File: src/rtl/fir_tdm_arbiter_if.sv
// Sample request/capture and filtered-result bundle for the shared 3-tap FIR.
// The requester drives req/din and watches ack; the block drives everything else.
interface fir_tdm_arbiter_if #(
    parameter int DW = 8
);
    logic [3:0]      req;
    logic [4*DW-1:0] din;
    logic [3:0]      ack;
    logic [DW-1:0]   dout;
    logic [1:0]      dout_ch;
    logic            dout_vld;
    logic            busy;

    modport master (
        output req, din,
        input  ack, dout, dout_ch, dout_vld, busy
    );

    modport slave (
        input  req, din,
        output ack, dout, dout_ch, dout_vld, busy
    );
endinterface

File: src/rtl/fir_tdm_arbiter.sv
// Round-robin 4-channel time-shared 1-2-1 low-pass MAC; dout_vld 4 cycles after ack.
// No backpressure: requests wait in IDLE, one sample accepted per 5 cycles at most.
module fir_tdm_arbiter #(
    parameter int DW = 8
) (
    input  logic             clk,
    input  logic             rst_n,
    fir_tdm_arbiter_if.slave bus
);
    typedef enum logic [2:0] {IDLE, TAP0, TAP1, TAP2, OUT} state_t;

    state_t        state, state_nxt;
    logic [1:0]    ptr;
    logic [1:0]    g;
    logic [1:0]    gnt_idx;
    logic [1:0]    cand;
    logic          gnt_found;
    logic          grant;
    logic [DW-1:0] x0;
    logic [DW+1:0] acc;
    logic [DW-1:0] h1 [4];
    logic [DW-1:0] h2 [4];
    logic [3:0]    ack;
    logic [DW-1:0] dout;
    logic [1:0]    dout_ch;
    logic          dout_vld;

    // First requesting channel at or after ptr, wrapping 3 -> 0.
    always_comb begin
        gnt_found = 1'b0;
        gnt_idx   = ptr;
        cand      = ptr;
        for (int k = 0; k < 4; k++) begin
            cand = ptr + k[1:0];
            if (!gnt_found && bus.req[cand]) begin
                gnt_found = 1'b1;
                gnt_idx   = cand;
            end
        end
    end

    assign grant = (state == IDLE) && gnt_found;

    always_ff @(posedge clk or negedge rst_n) begin
        if (!rst_n) state <= IDLE;
        else        state <= state_nxt;
    end

    always_comb begin
        state_nxt = state;
        case (state)
            IDLE:    if (gnt_found) state_nxt = TAP0;
            TAP0:    state_nxt = TAP1;
            TAP1:    state_nxt = TAP2;
            TAP2:    state_nxt = OUT;
            OUT:     state_nxt = IDLE;
            default: state_nxt = IDLE;
        endcase
    end

    always_ff @(posedge clk or negedge rst_n) begin
        if (!rst_n) begin
            ptr      <= '0;
            g        <= '0;
            x0       <= '0;
            acc      <= '0;
            ack      <= '0;
            dout     <= '0;
            dout_ch  <= '0;
            dout_vld <= 1'b0;
            for (int i = 0; i < 4; i++) begin
                h1[i] <= '0;
                h2[i] <= '0;
            end
        end else begin
            ack      <= '0;
            dout_vld <= 1'b0;
            if (grant) begin
                x0  <= bus.din[DW*gnt_idx +: DW];
                g   <= gnt_idx;
                ptr <= gnt_idx + 2'd1;
                ack <= 4'b0001 << gnt_idx;
            end
            // Two guard bits in acc hold x0 + 2*h1 + h2 without overflow.
            case (state)
                TAP0: acc <= {2'b00, x0};
                TAP1: acc <= acc + {1'b0, h1[g], 1'b0};
                TAP2: acc <= acc + {2'b00, h2[g]};
                OUT: begin
                    dout     <= acc[DW+1:2];
                    dout_ch  <= g;
                    dout_vld <= 1'b1;
                    h2[g]    <= h1[g];
                    h1[g]    <= x0;
                end
                default: ;
            endcase
        end
    end

    assign bus.ack      = ack;
    assign bus.dout     = dout;
    assign bus.dout_ch  = dout_ch;
    assign bus.dout_vld = dout_vld;
    assign bus.busy     = (state != IDLE);
endmodule

File: src/flat_wrapper.sv
// flat-port wrapper written by rule: the top's interface ports become plain ports
module fir_tdm_arbiter_flat 
#(
    parameter int DW = 8
)
  (clk, rst_n, bus_req, bus_din, bus_ack, bus_dout, bus_dout_ch, bus_dout_vld, bus_busy);
  fir_tdm_arbiter_if #(.DW(DW)) bus_i ();
  input  logic clk;
  input  logic rst_n;
  input wire logic [$bits(bus_i.req)-1:0] bus_req;
  input wire logic [$bits(bus_i.din)-1:0] bus_din;
  output wire logic [$bits(bus_i.ack)-1:0] bus_ack;
  output wire logic [$bits(bus_i.dout)-1:0] bus_dout;
  output wire logic [$bits(bus_i.dout_ch)-1:0] bus_dout_ch;
  output wire logic [$bits(bus_i.dout_vld)-1:0] bus_dout_vld;
  output wire logic [$bits(bus_i.busy)-1:0] bus_busy;
  assign bus_i.req = bus_req;
  assign bus_i.din = bus_din;
  assign bus_ack = bus_i.ack;
  assign bus_dout = bus_i.dout;
  assign bus_dout_ch = bus_i.dout_ch;
  assign bus_dout_vld = bus_i.dout_vld;
  assign bus_busy = bus_i.busy;
  fir_tdm_arbiter #(.DW(DW)) u_core (.clk(clk), .rst_n(rst_n), .bus(bus_i));
endmodule
File: config.mk
export PLATFORM = sky130hd
export DESIGN_NAME = fir_tdm_arbiter_flat
export DESIGN_NICKNAME = d
export VERILOG_FILES = /design/src/rtl/fir_tdm_arbiter_if.sv /design/src/rtl/fir_tdm_arbiter.sv /design/src/flat_wrapper.sv
export SDC_FILE = /design/constraint.sdc
export NUM_CORES = 1
export LEC_CHECK = 0
export ABC_AREA = 0
export CAP_MARGIN = 20
export CELL_PAD_IN_SITES_DETAIL_PLACEMENT = 1
export CELL_PAD_IN_SITES_GLOBAL_PLACEMENT = 1
export CORE_ASPECT_RATIO = 1.2
export CORE_MARGIN = 4
export CORE_UTILIZATION = 50
export CTS_BUF_LIST = sky130_fd_sc_hd__clkbuf_16
export DETAILED_ROUTE_END_ITERATION = 8
export PLACE_DENSITY_LB_ADDON = 0.2
export SLEW_MARGIN = 10
export SYNTH_ARGS = -nofsm -noshare
export SYNTH_HDL_FRONTEND = slang
export SYNTH_SLANG_ARGS = --single-unit
File: constraint.sdc
create_clock -name clk -period 4.8 [get_ports clk]
set_input_delay 0.48 -clock clk [delete_from_list [all_inputs] [get_ports clk]]
set_output_delay 0.48 -clock clk [all_outputs]
set_load 0.05 [all_outputs]
==> impl_metrics.toml, run 1 <==
[run_status]
outcome = "complete, no violations"

[cells_and_area]
nets = 541
instances_no_fill = 615
seq_area_um2 = 2600
final_layout_size_suffix_gt1_share_pct = 25.7
multi_input_area_um2 = 2650
diodes = 0
nFillCells = 1065
syn2layout_area_growth_pct = 16.9

[floorplanning]
ios = 54
num_rows = 41
start_util_pct = 51.2
dieArea_um2 = 12500
die_w_um = 103
die_y_um = 122
core_um2 = 10500

[placement]
routabilityCongestion = 0.820
hpwl_mm = 9.68
dp.cells = 598
io_buffers = 53

[setup_path]
cp-start-kind = "flip-flop"
path_common_cell = "a21oi_1"
cp_max_fo = 15
r2r_start = "u_core.g[0]"
max_stage_delay_ns = 0.89
crit_chain = "mux4_2 -> ha_1 -> a21oi_1 -> nor2_1 -> a2111oi_0 -> a21oi_1 -> xnor2_1 -> o41ai_1"
end_kind = "flip-flop"
crit_buf_inv = 0
r2r_setup_slack_ns = 1.22
critPathArrivalTime_ns = 3.81
cp_top_family = "compound AO/OA/AOI/OAI gates"
cp.required_ns = 5.03
cp-startpoint = "u_core.g[0]"
setup.worst_path.class = "flip-flop to flip-flop"
slowest_stage = "dfrtp_1"

[logic_synthesis]
ys.flop_type = "dfrtp_1"
synth_async_sr_flop_share_pct = 100
synth_area_per_cell_um2 = 12.6
synth_warnings = 0
synth_top_area_cell = "dfrtp_1"
synthTopCellsByArea = "dfrtp_1 (48%), mux2_2 (14%), mux4_2 (9.6%), ha_1 (4.6%), nand2_1 (3.2%)"
synth_area_um2 = 5390
synth-seq-area-share_pct = 48.3
synth-edff-count = 0
ys_types = 53
syn_nets = 489
yosys.area.top_type_share_pct = 48.3
netlist_top_cells_count = "dfrtp_1 (104), mux2_2 (69), nand2_1 (46)"
yosysMostFrequentCell = "dfrtp_1"
ys_ff_latch = 104
synth_cells = 429

[timing]
max_clock_freq_mhz = 280
worstMarginPinSlew_ns = 0.990
fin_skew_ns = 0.00610
slew_headroom_pct = 33.9
setup_viol_count_final = 0
grt_setup_unrepaired = "false"
tns_ns = 0
hold_viol_final = 0
maxSlewViolCount = 0
fin_crit_sh_pct = 74.5
min_period_ns = 3.58

[grt]
grt_max_degree = 70
grt_util_met1_pct = 28.2
antenna_found_initial = 0
grt_pass1_wl_mm = 21.8
grt_pass1_vias = 4154
grt.busiest_layer = "met2"
grt-ovfl-total = 0
grt.total_usage_pct = 23.1
met2_usage_pct = 41.7
grt.met3_usage_pct = 3.38

[clocking]
cts_resized = 0
cts_sinks = 104
htreeDepth = 3
clk_latency_ns = 0.34
cts_made_buffers = 9
cts_hold_buf = 0
cts_tree = "yes"
cts_max_path_buffers = 2
path_clk_slew_ns = 0.07
cts_post_setup_buffers_inserted = 0
root_buffer = "clkbuf_16"

[power_and_ir_drop]
cellPowerDensity_nw_per_um2 = 736
vdd_drop_max_mv = 0.303
p_leak_nw = 2.83

[routing]
ant_nets = 0
first_pass_iters = 4
viasPerCell = 5.94
finalWirelength_mm = 13.3
drt_iter0_drc = 187
vias = 3655
wl_per_cell_um = 21.6
drc = 0

[flow_run]
maxCapViolCount = 0

[min_path]
worstHoldPathType = "input port to async pin"
## through the flow
step           utilization (%)  power, mW  hold WS (ns)  area, um2  worst slack [ns]
2_1_floorplan                -       3.25         0.184       5390              1.91
3_3_place_gp              57.2       3.80         0.457       6020              1.33
3_5_place_dp              57.2       3.94         0.467       6020              1.24
4_1_cts                   59.8       4.66         0.286       6290              1.21
5_1_grt                   59.9       4.98         0.322       6300             0.870
6_report                  59.9       4.64         0.233       6300              1.22
## cell type report
type	instances	area share (%)
clock inverters	7	0.735
repair buffers	57	8.86
inverters	15	0.894
multi-input cells	294	42.0
clock buffers	9	3.58
flip-flops and latches	104	41.3
well taps	129	2.56
## worst paths after layout
check,depth (start not counted),end
setup / recovery,8,u_core.acc[8]
hold / removal,1,u_core.bus.dout[1]
setup reg to reg,8,u_core.acc[8]
hold reg to reg,2,u_core.bus.dout[5]
max in group asynchronous,2,u_core.h1[5]
min in group clk,2,u_core.bus.dout[5]
## cell usage in the layout, fill, tap and decap left out, drive strengths merged, types with 3 or more instances in the layout
master	instances
mux4	24
dfrtp	104
mux2	70
a31oi	4
clkinv	4
xnor2	9
o21a	3
mux2i	4
nor2b	5
and3	4
a21oi	16
inv	16
or2	3
nor3	3
o21ai	12
xor2	3
nand3	8
ha	20
and2	4
clkbuf	9
nor2	27
clkdlybuf4s50	52
a221oi	3
nand2	46
buf	5
## metal layers
| layer | up-vias | wire length, um |
|---|---|---|
| li1 | 1663 | - |
| met4 | 0 | 284 |
| met3 | 20 | 478 |
| met5 | - | 0 |
| met2 | 90 | 7160 |
| met1 | 1882 | 5370 |
## flip-flops by register name, indices dropped and copies added (netlist names)
register,flops
u_core.g,2
u_core.x0,8
u_core.h2,32
u_core.ptr,2
u_core.acc,10
u_core.bus.dout_ch,2
u_core.bus.dout_vld,1
u_core.state,3
u_core.bus.ack,4
u_core.h1,32
u_core.bus.dout,8
## cells by family (layout without fill, tap and decap cells)
| family | Yosys count | in the layout | share of synthesized area, % |
|---|---|---|---|
| buffers and inverters | 31 | 88 | 2.53 |
| AOI/OAI and AO/OA | 58 | 58 | 7.53 |
| xor gates and xnor gates | 12 | 12 | 1.95 |
| and+or+nand+nor | 104 | 104 | 8.73 |
| adders and majority gates | 22 | 22 | 5.39 |
| DFF | 104 | 104 | 48.3 |
| muxes | 98 | 98 | 25.6 |
## power by group
part / total (mW) / leakage (nW) / switching [mW] / internal (mW)
registers: 1.64 / 1.35 / 0.400 / 1.24
logic: 2.32 / 1.35 / 1.23 / 1.09
clock network: 0.678 / 0.129 / 0.327 / 0.351
total: 4.64 / 2.83 / 1.95 / 2.68
No activity file was read; power rests on OpenSTA's default activity.
==> run 2: changes to the inputs <==
Settings changed: CORE_UTILIZATION 50 to 42.
Clock period 4.8 ns to 2.94 ns, I/O delays scaled along.
==> run 2 against run 1 <==
Combinational power grew 92%; fmax increased by 24%; register-to-register slack worse by 1.2 ns; wire length down 2.0%; die area rose by 18%; critical endpoint is now u_core.acc[9]; largest cell class unchanged; highest routed layer unchanged.
==> impl_metrics.toml, run 2 (synthesis results as in run 1) <==
[cells_and_area]
diodes = 0
nFillCells = 1325
nets = 572
top_regs = "u_core.h1 (32), u_core.h2 (32), u_core.acc (10)"
syn2layout_area_growth_pct = 24.3
layout_commonest_cell = "dfrtp_1"
final_layout_size_suffix_gt1_share_pct = 32.7
final_cell_mix = "dfrtp_1 (104), mux2_2 (69), clkdlybuf4s50_1 (52), nand2_1 (46), buf_4 (34)"
post-route-util_pct = 53.1

[floorplanning]
die_y_um = 132
num_rows = 45
start_util_pct = 42.7
dieArea_um2 = 14700
core_um2 = 12600
die_w_um = 111
ios = 54

[power_and_ir_drop]
p_sw_share_pct = 40.7
p_leak_nw = 3.01
intPower_mw = 4.80
power_switching_mw = 3.30
seq_power_share_pct = 31.2
power.clock.fraction_pct = 13.9
comb_power_share_pct = 55.0
power_mw = 8.10
cellPowerDensity_nw_per_um2 = 1210
vdd_drop_max_mv = 0.491

[setup_path]
max_stage_delay_ns = 0.49
setup.worst_path.class = "flip-flop to flip-flop"
cp.required_ns = 3.18
end_kind = "flip-flop"
r2r_start = "u_core.g[0]"
slowest_stage = "mux4_2"
cp_max_fo = 9
ff2ff_path_depth = 11
timing.rr.end = "u_core.acc[9]"
critPathArrivalTime_ns = 3.13
r2r_setup_slack_ns = 0.05
crit_end = "u_core.acc[9]"
cp-start-kind = "flip-flop"
cp-startpoint = "u_core.g[0]"
crit_chain = "buf_4 -> buf_12 -> buf_4 -> mux4_2 -> ha_1 -> nor2_1 -> nor2_1 -> o41ai_2 -> or3_1 -> a32o_1 -> a31o_2"

[grt]
grt.total_usage_pct = 18.1
grt_max_degree = 72
grt-ovfl-total = 0
antenna_found_initial = 0
grt_pass1_vias = 4131
grt_pass1_wl_mm = 21.1

[placement]
hpwl_mm = 9.48
io_buffers = 53
routabilityCongestion = 0.848

[timing]
worstMarginPinSlew_ns = 0.900
fin_crit_sh_pct = 98.3
setup_viol_count_final = 0
maxSlewViolCount = 0
grt_setup_unrepaired = "true"
fin_skew_ns = 0.00900
holdWs_ns = 0.0738
min_period_ns = 2.89
hold_viol_final = 0
max_clock_freq_mhz = 346
tns_ns = 0
slew_headroom_pct = 40.0

[routing]
ant_nets = 0
drc = 0
finalWirelength_mm = 13.0
viasPerCell = 5.47
wl_per_cell_um = 19.1
first_pass_iters = 4
drt_iter0_drc = 111
vias = 3724

[clocking]
clk_latency_ns = 0.35
cts_made_buffers = 9
root_buffer = "clkbuf_16"
cts_tree = "yes"
path_clk_slew_ns = 0.07
htreeDepth = 3
cts_sinks = 104
cts_max_path_buffers = 2
cts_hold_buf = 0

[min_path]
worstHoldPathType = "input port to async pin"

[run_status]
outcome = "complete, no violations"

[flow_run]
maxCapViolCount = 0
-- run 2: changes by cell type in the layout (fill, tap and decap cells not counted), sizes merged --
| cell | before | now |
|---|---|---|
| clkinvlp | 2 | 1 |
| inv | 16 | 18 |
| clkinv | 4 | 3 |
| buf | 5 | 36 |
-- run 2: metal layers --
| layer | wire, um | vias to the layer above | global-route usage, % | share of wire, % |
|---|---|---|---|---|
| met5 | 0 | - | 0 | 0 |
| met4 | 248 | 0 | 6.83 | 1.9 |
| met3 | 376 | 18 | 2.66 | 2.9 |
| met2 | 6910 | 68 | 33.1 | 53 |
| met1 | 5500 | 1912 | 21.5 | 42 |
| li1 | - | 1726 | - | - |
-- run 2: power by group through the flow --
stage               Combinational, mW  Sequential [mW]  Clock, mW
finish                           4.45             2.52       1.12
global route                     4.86             2.60       1.22
CTS                              4.14             2.51       1.16
detailed placement               4.08             2.53          0
global placement                 3.95             2.49          0
floorplan                        2.72             2.59          0
-- run 2: cell type report --
type	instances	area, um2	share of cell area [%]
Clock buffer	9	225	3.36
Clock inverter	7	46.3	0.691
Inverter	15	56.3	0.841
Multi-Input combinational cell	294	2740	41.0
Sequential cell	104	2600	38.9
Tap cell	164	205	3.06
Timing Repair Buffer	88	816	12.2
-- run 2: worst min-delay path by stage --
stage	from	to	slack, ns
floorplan	rst_n	u_core.acc[0]	-0.002
global placement	u_core.bus.dout[3]	u_core.bus.dout[3]	0.46
detailed placement	u_core.bus.dout_ch[0]	u_core.bus.dout_ch[0]	0.47
CTS	rst_n	u_core.bus.dout[2]	0.11
global route	rst_n	u_core.bus.dout[2]	0.14
finish	rst_n	u_core.bus.dout[0]	0.07
-- run 2: repair_timing --
| item | 4_1_cts | 5_1_grt |
|---|---|---|
| endpoints found under the setup margin | 2 | 4 |
| cloned | 0 | 0 |
| resized for setup | 3 | 18 |
| buffers inserted | 0 | 9 |
| pin swaps | 0 | 4 |
-- run 2: critical path, delay by kind of cell (launching register included) --
family,cells,cell delay (ns)
flops,1,0.38
simple gates,3,0.55
fa+ha+maj,1,0.37
buf+inv,3,0.40
mux,1,0.49
compound gates,3,0.58
-- run 2: through the flow --
step	setup slack, ns	area, um2	instances
4_1_cts	0.000746	6530	672
3_5_place_dp	-0.0215	6250	656
3_3_place_gp	0.0551	6250	656
5_1_grt	-0.0689	6700	681
6_report	0.0501	6700	681
2_1_floorplan	0.0463	5390	429
